==> config.mk <==
export PLATFORM = sky130hd
export DESIGN_NAME = alu_result_stage_flat
export DESIGN_NICKNAME = d
export VERILOG_FILES = /design/src/rtl/alu_result_stage_pkg.sv /design/src/rtl/alu_result_stage_if.sv /design/src/rtl/alu_result_stage_flag_gen.sv /design/src/rtl/alu_result_stage.sv /design/src/flat_wrapper.sv
export SDC_FILE = /design/constraint.sdc
export NUM_CORES = 1
export LEC_CHECK = 0
export ABC_AREA = 1
export CAP_MARGIN = 10
export CORE_MARGIN = 1
export CORE_UTILIZATION = 54
export CTS_BUF_LIST = sky130_fd_sc_hd__clkbuf_4
export DETAILED_ROUTE_END_ITERATION = 12
export PLACE_DENSITY = 0.87
export SETUP_SLACK_MARGIN = 0.02
export SYNTH_ARGS = -nofsm -noshare
export SYNTH_HDL_FRONTEND = slang
export SYNTH_SLANG_ARGS = --single-unit
==> constraint.sdc <==
create_clock -name clk -period 2.1 [get_ports clk]
set_input_delay 0.315 -clock clk [delete_from_list [all_inputs] [get_ports clk]]
set_output_delay 0.315 -clock clk [all_outputs]
set_load 0.1 [all_outputs]
==> src/rtl/alu_result_stage_pkg.sv <==
// Shared definitions for the ALU result stage: op codes, occupancy encodings
// and the packed flag bundle stored with every buffered result.
package alu_result_stage_pkg;

  localparam logic [2:0] OP_ADD = 3'd0;
  localparam logic [2:0] OP_SUB = 3'd1;
  localparam logic [2:0] OP_AND = 3'd2;
  localparam logic [2:0] OP_OR  = 3'd3;
  localparam logic [2:0] OP_XOR = 3'd4;
  localparam logic [2:0] OP_SLL = 3'd5;
  localparam logic [2:0] OP_SRL = 3'd6;
  localparam logic [2:0] OP_SLT = 3'd7;

  localparam logic [1:0] ST_EMPTY = 2'd0;
  localparam logic [1:0] ST_ONE   = 2'd1;
  localparam logic [1:0] ST_TWO   = 2'd2;

  typedef struct packed {
    logic zero;
    logic neg;
    logic carry;
    logic ovf;
  } flags_t;

  // Carry and overflow only mean something for the adder operations.
  function automatic logic is_arith(input logic [2:0] ctl);
    return (ctl == OP_ADD) || (ctl == OP_SUB);
  endfunction

endpackage

==> src/rtl/alu_result_stage_if.sv <==
// Producer/consumer bundle around the result stage. The master side feeds
// results and accepts heads; the slave side is the stage itself.
interface alu_result_stage_if #(parameter int WIDTH = 32);

  logic             in_valid;
  logic             in_ready;
  logic [WIDTH-1:0] in_result;
  logic [2:0]       in_ctl;
  logic             in_carry;
  logic             in_ovf;

  logic             out_valid;
  logic             out_ready;
  logic [WIDTH-1:0] out_result;
  logic [2:0]       out_ctl;
  logic             out_zero;
  logic             out_neg;
  logic             out_carry;
  logic             out_ovf;

  modport master (
    output in_valid, in_result, in_ctl, in_carry, in_ovf, out_ready,
    input  in_ready, out_valid, out_result, out_ctl, out_zero, out_neg,
           out_carry, out_ovf
  );

  modport slave (
    input  in_valid, in_result, in_ctl, in_carry, in_ovf, out_ready,
    output in_ready, out_valid, out_result, out_ctl, out_zero, out_neg,
           out_carry, out_ovf
  );

endinterface

==> src/rtl/alu_result_stage_flag_gen.sv <==
// Combinational flag generation on the input side of the result stage.
module alu_flag_gen
  import alu_result_stage_pkg::*;
#(
  parameter int WIDTH = 32
) (
  input  logic [WIDTH-1:0] result_i,
  input  logic [2:0]       ctl_i,
  input  logic             carry_i,
  input  logic             ovf_i,
  output flags_t           flags_o
);

  // Zero/negative always apply; carry/overflow are masked off for logic ops.
  always_comb begin
    flags_o.zero  = (result_i == '0);
    flags_o.neg   = result_i[WIDTH-1];
    flags_o.carry = carry_i & is_arith(ctl_i);
    flags_o.ovf   = ovf_i & is_arith(ctl_i);
  end

endmodule

==> src/rtl/alu_result_stage.sv <==
// Registered ALU result stage: two-entry skid buffer behind valid/ready with
// per-entry flags and a sticky overflow indicator for the consumer.
module alu_result_stage
  import alu_result_stage_pkg::*;
#(
  parameter int WIDTH = 32
) (
  input  logic          clk,
  input  logic          reset,
  alu_result_stage_if.slave bus,
  input  logic          clr_sticky_i,
  output logic          sticky_ovf_o
);

  logic [1:0]       state_q, state_d;
  logic             in_ready_q, in_ready_d;
  logic [WIDTH-1:0] head_result_q, head_result_d;
  logic [2:0]       head_ctl_q, head_ctl_d;
  flags_t           head_flags_q, head_flags_d;
  logic [WIDTH-1:0] skid_result_q, skid_result_d;
  logic [2:0]       skid_ctl_q, skid_ctl_d;
  flags_t           skid_flags_q, skid_flags_d;
  logic             sticky_q, sticky_d;

  flags_t           in_flags;
  logic             accept;
  logic             pop;

  alu_flag_gen #(.WIDTH(WIDTH)) u_flag_gen (
    .result_i (bus.in_result),
    .ctl_i    (bus.in_ctl),
    .carry_i  (bus.in_carry),
    .ovf_i    (bus.in_ovf),
    .flags_o  (in_flags)
  );

  assign accept = bus.in_valid & in_ready_q;
  assign pop    = (state_q != ST_EMPTY) & bus.out_ready;

  // Occupancy FSM: decides where an accepted beat lands and refills the head.
  always_comb begin
    state_d       = state_q;
    head_result_d = head_result_q;
    head_ctl_d    = head_ctl_q;
    head_flags_d  = head_flags_q;
    skid_result_d = skid_result_q;
    skid_ctl_d    = skid_ctl_q;
    skid_flags_d  = skid_flags_q;
    case (state_q)
      ST_EMPTY: begin
        if (accept) begin
          head_result_d = bus.in_result;
          head_ctl_d    = bus.in_ctl;
          head_flags_d  = in_flags;
          state_d       = ST_ONE;
        end
      end
      ST_ONE: begin
        if (accept && pop) begin
          head_result_d = bus.in_result;
          head_ctl_d    = bus.in_ctl;
          head_flags_d  = in_flags;
        end else if (accept) begin
          skid_result_d = bus.in_result;
          skid_ctl_d    = bus.in_ctl;
          skid_flags_d  = in_flags;
          state_d       = ST_TWO;
        end else if (pop) begin
          state_d       = ST_EMPTY;
        end
      end
      ST_TWO: begin
        if (pop) begin
          head_result_d = skid_result_q;
          head_ctl_d    = skid_ctl_q;
          head_flags_d  = skid_flags_q;
          state_d       = ST_ONE;
        end
      end
      default: state_d = ST_EMPTY;
    endcase
    in_ready_d = (state_d != ST_TWO);
  end

  // Sticky overflow: a popped overflowing entry beats a simultaneous clear.
  always_comb begin
    sticky_d = sticky_q;
    if (pop && head_flags_q.ovf) begin
      sticky_d = 1'b1;
    end else if (clr_sticky_i) begin
      sticky_d = 1'b0;
    end
  end

  // State registers; reset discards both entries and ignores any handshake.
  always_ff @(posedge clk) begin
    if (reset) begin
      state_q       <= ST_EMPTY;
      in_ready_q    <= 1'b1;
      head_result_q <= '0;
      head_ctl_q    <= '0;
      head_flags_q  <= '0;
      skid_result_q <= '0;
      skid_ctl_q    <= '0;
      skid_flags_q  <= '0;
      sticky_q      <= 1'b0;
    end else begin
      state_q       <= state_d;
      in_ready_q    <= in_ready_d;
      head_result_q <= head_result_d;
      head_ctl_q    <= head_ctl_d;
      head_flags_q  <= head_flags_d;
      skid_result_q <= skid_result_d;
      skid_ctl_q    <= skid_ctl_d;
      skid_flags_q  <= skid_flags_d;
      sticky_q      <= sticky_d;
    end
  end

  assign bus.in_ready   = in_ready_q;
  assign bus.out_valid  = (state_q != ST_EMPTY);
  assign bus.out_result = head_result_q;
  assign bus.out_ctl    = head_ctl_q;
  assign bus.out_zero   = head_flags_q.zero;
  assign bus.out_neg    = head_flags_q.neg;
  assign bus.out_carry  = head_flags_q.carry;
  assign bus.out_ovf    = head_flags_q.ovf;
  assign sticky_ovf_o   = sticky_q;

endmodule

==> src/flat_wrapper.sv <==
// flat-port wrapper written by rule: the top's interface ports become plain ports
module alu_result_stage_flat import alu_result_stage_pkg::*;
#(
  parameter int WIDTH = 32
)
  (clk, reset, clr_sticky_i, sticky_ovf_o, bus_in_valid, bus_in_result, bus_in_ctl, bus_in_carry, bus_in_ovf, bus_out_ready, bus_in_ready, bus_out_valid, bus_out_result, bus_out_ctl, bus_out_zero, bus_out_neg, bus_out_carry, bus_out_ovf);
  alu_result_stage_if #(.WIDTH(WIDTH)) bus_i ();
  input  logic clk;
  input  logic reset;
  input  logic clr_sticky_i;
  output logic sticky_ovf_o;
  input wire logic [$bits(bus_i.in_valid)-1:0] bus_in_valid;
  input wire logic [$bits(bus_i.in_result)-1:0] bus_in_result;
  input wire logic [$bits(bus_i.in_ctl)-1:0] bus_in_ctl;
  input wire logic [$bits(bus_i.in_carry)-1:0] bus_in_carry;
  input wire logic [$bits(bus_i.in_ovf)-1:0] bus_in_ovf;
  input wire logic [$bits(bus_i.out_ready)-1:0] bus_out_ready;
  output wire logic [$bits(bus_i.in_ready)-1:0] bus_in_ready;
  output wire logic [$bits(bus_i.out_valid)-1:0] bus_out_valid;
  output wire logic [$bits(bus_i.out_result)-1:0] bus_out_result;
  output wire logic [$bits(bus_i.out_ctl)-1:0] bus_out_ctl;
  output wire logic [$bits(bus_i.out_zero)-1:0] bus_out_zero;
  output wire logic [$bits(bus_i.out_neg)-1:0] bus_out_neg;
  output wire logic [$bits(bus_i.out_carry)-1:0] bus_out_carry;
  output wire logic [$bits(bus_i.out_ovf)-1:0] bus_out_ovf;
  assign bus_i.in_valid = bus_in_valid;
  assign bus_i.in_result = bus_in_result;
  assign bus_i.in_ctl = bus_in_ctl;
  assign bus_i.in_carry = bus_in_carry;
  assign bus_i.in_ovf = bus_in_ovf;
  assign bus_i.out_ready = bus_out_ready;
  assign bus_in_ready = bus_i.in_ready;
  assign bus_out_valid = bus_i.out_valid;
  assign bus_out_result = bus_i.out_result;
  assign bus_out_ctl = bus_i.out_ctl;
  assign bus_out_zero = bus_i.out_zero;
  assign bus_out_neg = bus_i.out_neg;
  assign bus_out_carry = bus_i.out_carry;
  assign bus_out_ovf = bus_i.out_ovf;
  alu_result_stage #(.WIDTH(WIDTH)) u_core (.clk(clk), .reset(reset), .bus(bus_i), .clr_sticky_i(clr_sticky_i), .sticky_ovf_o(sticky_ovf_o));
endmodule
==> qor.yml <==
ys_seq_elements: 80
synth_top_area_share_pct: 48.1
pin_count: 84
worstReg2RegEnd: "u_core.bus.out_result[23]$_SDFFE_PP0P_"
post_cts_resized: 0
ys_top_cells_by_area: "dfxtp_1, nor2_1, nand2_1, o211a_1, o21ai_0"
syn_nets: 482
clock_latency_ns: 0.42
cts-root-buf: "clkbuf_4"
synth-edff-count: 0
numCtsBuffers: 9
wl_per_cell_microns: 13.5
crit_path_frequent_cell: "nor2_1"
die_area_sq_um: 6480
grt_pass1_vias: 2988
final_max_slew_viol_count: 0
fin_nets: 553
drt_wl_total_microns: 7960
path_depth: 6
crit_path_end: "u_core.bus.out_result[23]$_SDFFE_PP0P_"
crit_start: "u_core.state_q[1]$_SDFF_PP0_"
period_needed_ns: 1.72
status: "completed"
synthDistinctLibCells: 18
skew_ns: 0.0104
track_usage_pct: 25.3
cts_setup_buffers: 0
hold_class: "reg2reg"
worstSetupPathType: "reg2reg"
postLayoutCellArea_sq_um: 4210
period_share_pct: 81.9
critPathCaptureType: "flop"
maxCapViolCount: 0
ys_seq_area_share_pct: 48.1
postRouteAntennaNets: 0
power.density_nw_per_um2: 891
crit_chain: "inv_1, nor2_4, inv_2, o21ai_0, nor2_1, nor2_1"
synth_ff_type: "dfxtp_1"
h-tree-depth: 3
synth_commonest_cells: "nor2_1, nand2_1, dfxtp_1"
placedInstanceArea_sq_um: 4080
holdPathStages: 2
crit_family: "simple AND/OR/NAND/NOR gates"
dp.cells: 575
grt-ovfl-total: 0
startpoint_type: "flop"
holdWs_ns: 0.458
io_buffers: 83
yosys.area.top_type: "dfxtp_1"
r2r-start: "u_core.state_q[1]$_SDFF_PP0_"
path_buf_inv: 2
antenna_found_initial: 0
cts_hold_buf: 0
dp_hpwl_microns: 5270
synth_async_sr_flop_share_pct: 0
core.rowCount: 28
cp_slowest_stage_delay_ns: 0.38
cts_sinks: 80
p_leak_nw: 1.97
worstPathMaxFanout: 37
peakVddDrop_uv: 517
max_freq_mhz: 582
start_util_pct: 56.2
die_y_microns: 80.5
reg2regPathDepth: 6
worstPathArrival_ns: 2.07
relSlewSlack_pct: 49.7
vias: 3173
insertedDiodeCount: 0
gp_congestion: 0.838
finalNonFillerCells: 591
yosysWarnings: 0
slowest_stage: "dfxtp_1"
grt_pass1_wl_microns: 12700
netlist_area_sq_um: 3330
ff2ff_setup_slack_ns: 0.38
drt-vias-per-instance: 5.37
yosysMostFrequentCell: "nor2_1"
fin_tns_setup_ns: 0
required_ns: 2.45
drc_errors: 0
finalHoldViolCount: 0
netlist_instances: 440
die_w_microns: 80.5
first_iter_violations: 244
finalSetupViolCount: 0
first_pass_iters: 4
core_region_area_sq_um: 5920
area_delta_synth_final_pct: 26.6
clkTransAtPathRegs_ns: 0.12
rsz0062_at_grt: "false"
cts_tree: "built"
cts_buffer_depth: 2
drive_gt1_share_pct: 13.4
avgSynthCellArea_sq_um: 7.56
grt_start_max_net_pins: 52
tightest_slew_ns: 0.754
==> sequential cells by signal (all words and copies together) (netlist names) <==
signal                 cells
u_core.bus.in_ready        1
u_core.bus.out_carry       1
u_core.bus.out_ctl         3
u_core.bus.out_ovf         1
u_core.bus.out_result     32
u_core.bus.out_zero        1
u_core.skid_ctl_q          3
u_core.skid_flags_q        3
u_core.skid_result_q      32
u_core.state_q             2
u_core.sticky_ovf_o        1
==> power by group <==
part	leakage [nW]	switching [mW]	internal, mW
Sequential	0.656	0.0627	1.63
Combinational	1.24	0.869	0.304
Clock	0.0738	0.513	0.371
Total	1.97	1.45	2.31
==> metal layers <==
layer  global-route usage [%]  vias to the layer above  wire length (microns)
met5                        0                        -                      0
met4                     12.5                        0                    121
met3                     4.43                       10                    403
met2                     45.5                       95                   4040
met1                     28.4                     1469                   3400
li1                         -                     1599                      -
==> worst min-delay path by stage <==
stage	startpoint	end	slack (ns)
4_1_cts	u_core.skid_result_q[23]$_SDFFE_PP0P_	u_core.skid_result_q[23]$_SDFFE_PP0P_	0.46
6_report	u_core.skid_result_q[23]$_SDFFE_PP0P_	u_core.skid_result_q[23]$_SDFFE_PP0P_	0.46
3_5_place_dp	u_core.skid_result_q[23]$_SDFFE_PP0P_	u_core.skid_result_q[23]$_SDFFE_PP0P_	0.44
3_3_place_gp	u_core.skid_ctl_q[1]$_SDFFE_PP0P_	u_core.skid_ctl_q[1]$_SDFFE_PP0P_	0.43
5_1_grt	u_core.skid_ctl_q[1]$_SDFFE_PP0P_	u_core.skid_ctl_q[1]$_SDFFE_PP0P_	0.48
2_1_floorplan	reset	u_core.state_q[0]$_SDFF_PP0_	0.38
==> cell type report <==
class                           count  area (sq um)
Fill cell                         482          1710
Sequential cell                    80          1600
Multi-Input combinational cell    316          1520
Timing Repair Buffer               91           811
Tap cell                           75          93.8
Clock buffer                       10          75.1
Clock inverter                      6          60.1
Inverter                           13          48.8
==> per-stage QoR <==
step / total power, mW / utilization [%] / worst slack [ns]
after floorplan: 2.61 / - / 0.0609
after global placement: 2.88 / 68.8 / 0.309
after detailed placement: 2.90 / 68.8 / 0.136
after CTS: 3.77 / 71.1 / 0.343
after global routing: 3.90 / 71.1 / 0.146
final: 3.75 / 71.1 / 0.381
==> cell usage in the layout (no fill, tap or decap) <==
cell	n
inv_2	2
buf_12	2
clkinv_4	1
o211a_1	31
a21oi_1	9
nor2_4	2
o21ai_0	51
o22ai_1	1
dfxtp_1	80
clkinv_1	1
nand3_1	35
clkinvlp_4	1
buf_4	48
a211oi_1	1
nand2_1	83
inv_1	11
clkdlybuf4s50_1	41
nor2_1	103
clkinv_2	2
clkbuf_4	10
bufinv_16	1
==> worst reg2reg max path: stages, from the launching register on <==
cell	delay [ns]
dfxtp_1	0.38
inv_1	0.09
nor2_4	0.33
inv_2	0.37
o21ai_0	0.27
nor2_1	0.08
nor2_1	0.14
==> logic make-up after synthesis <==
family / Yosys count / synth area share [%]
DFF: 80 / 48.1
buffers and inverters: 44 / 6.17
and+or+nand+nor: 223 / 26.9
AOI/OAI and AO/OA: 93 / 18.8
No activity file was read; power rests on OpenSTA's default activity.
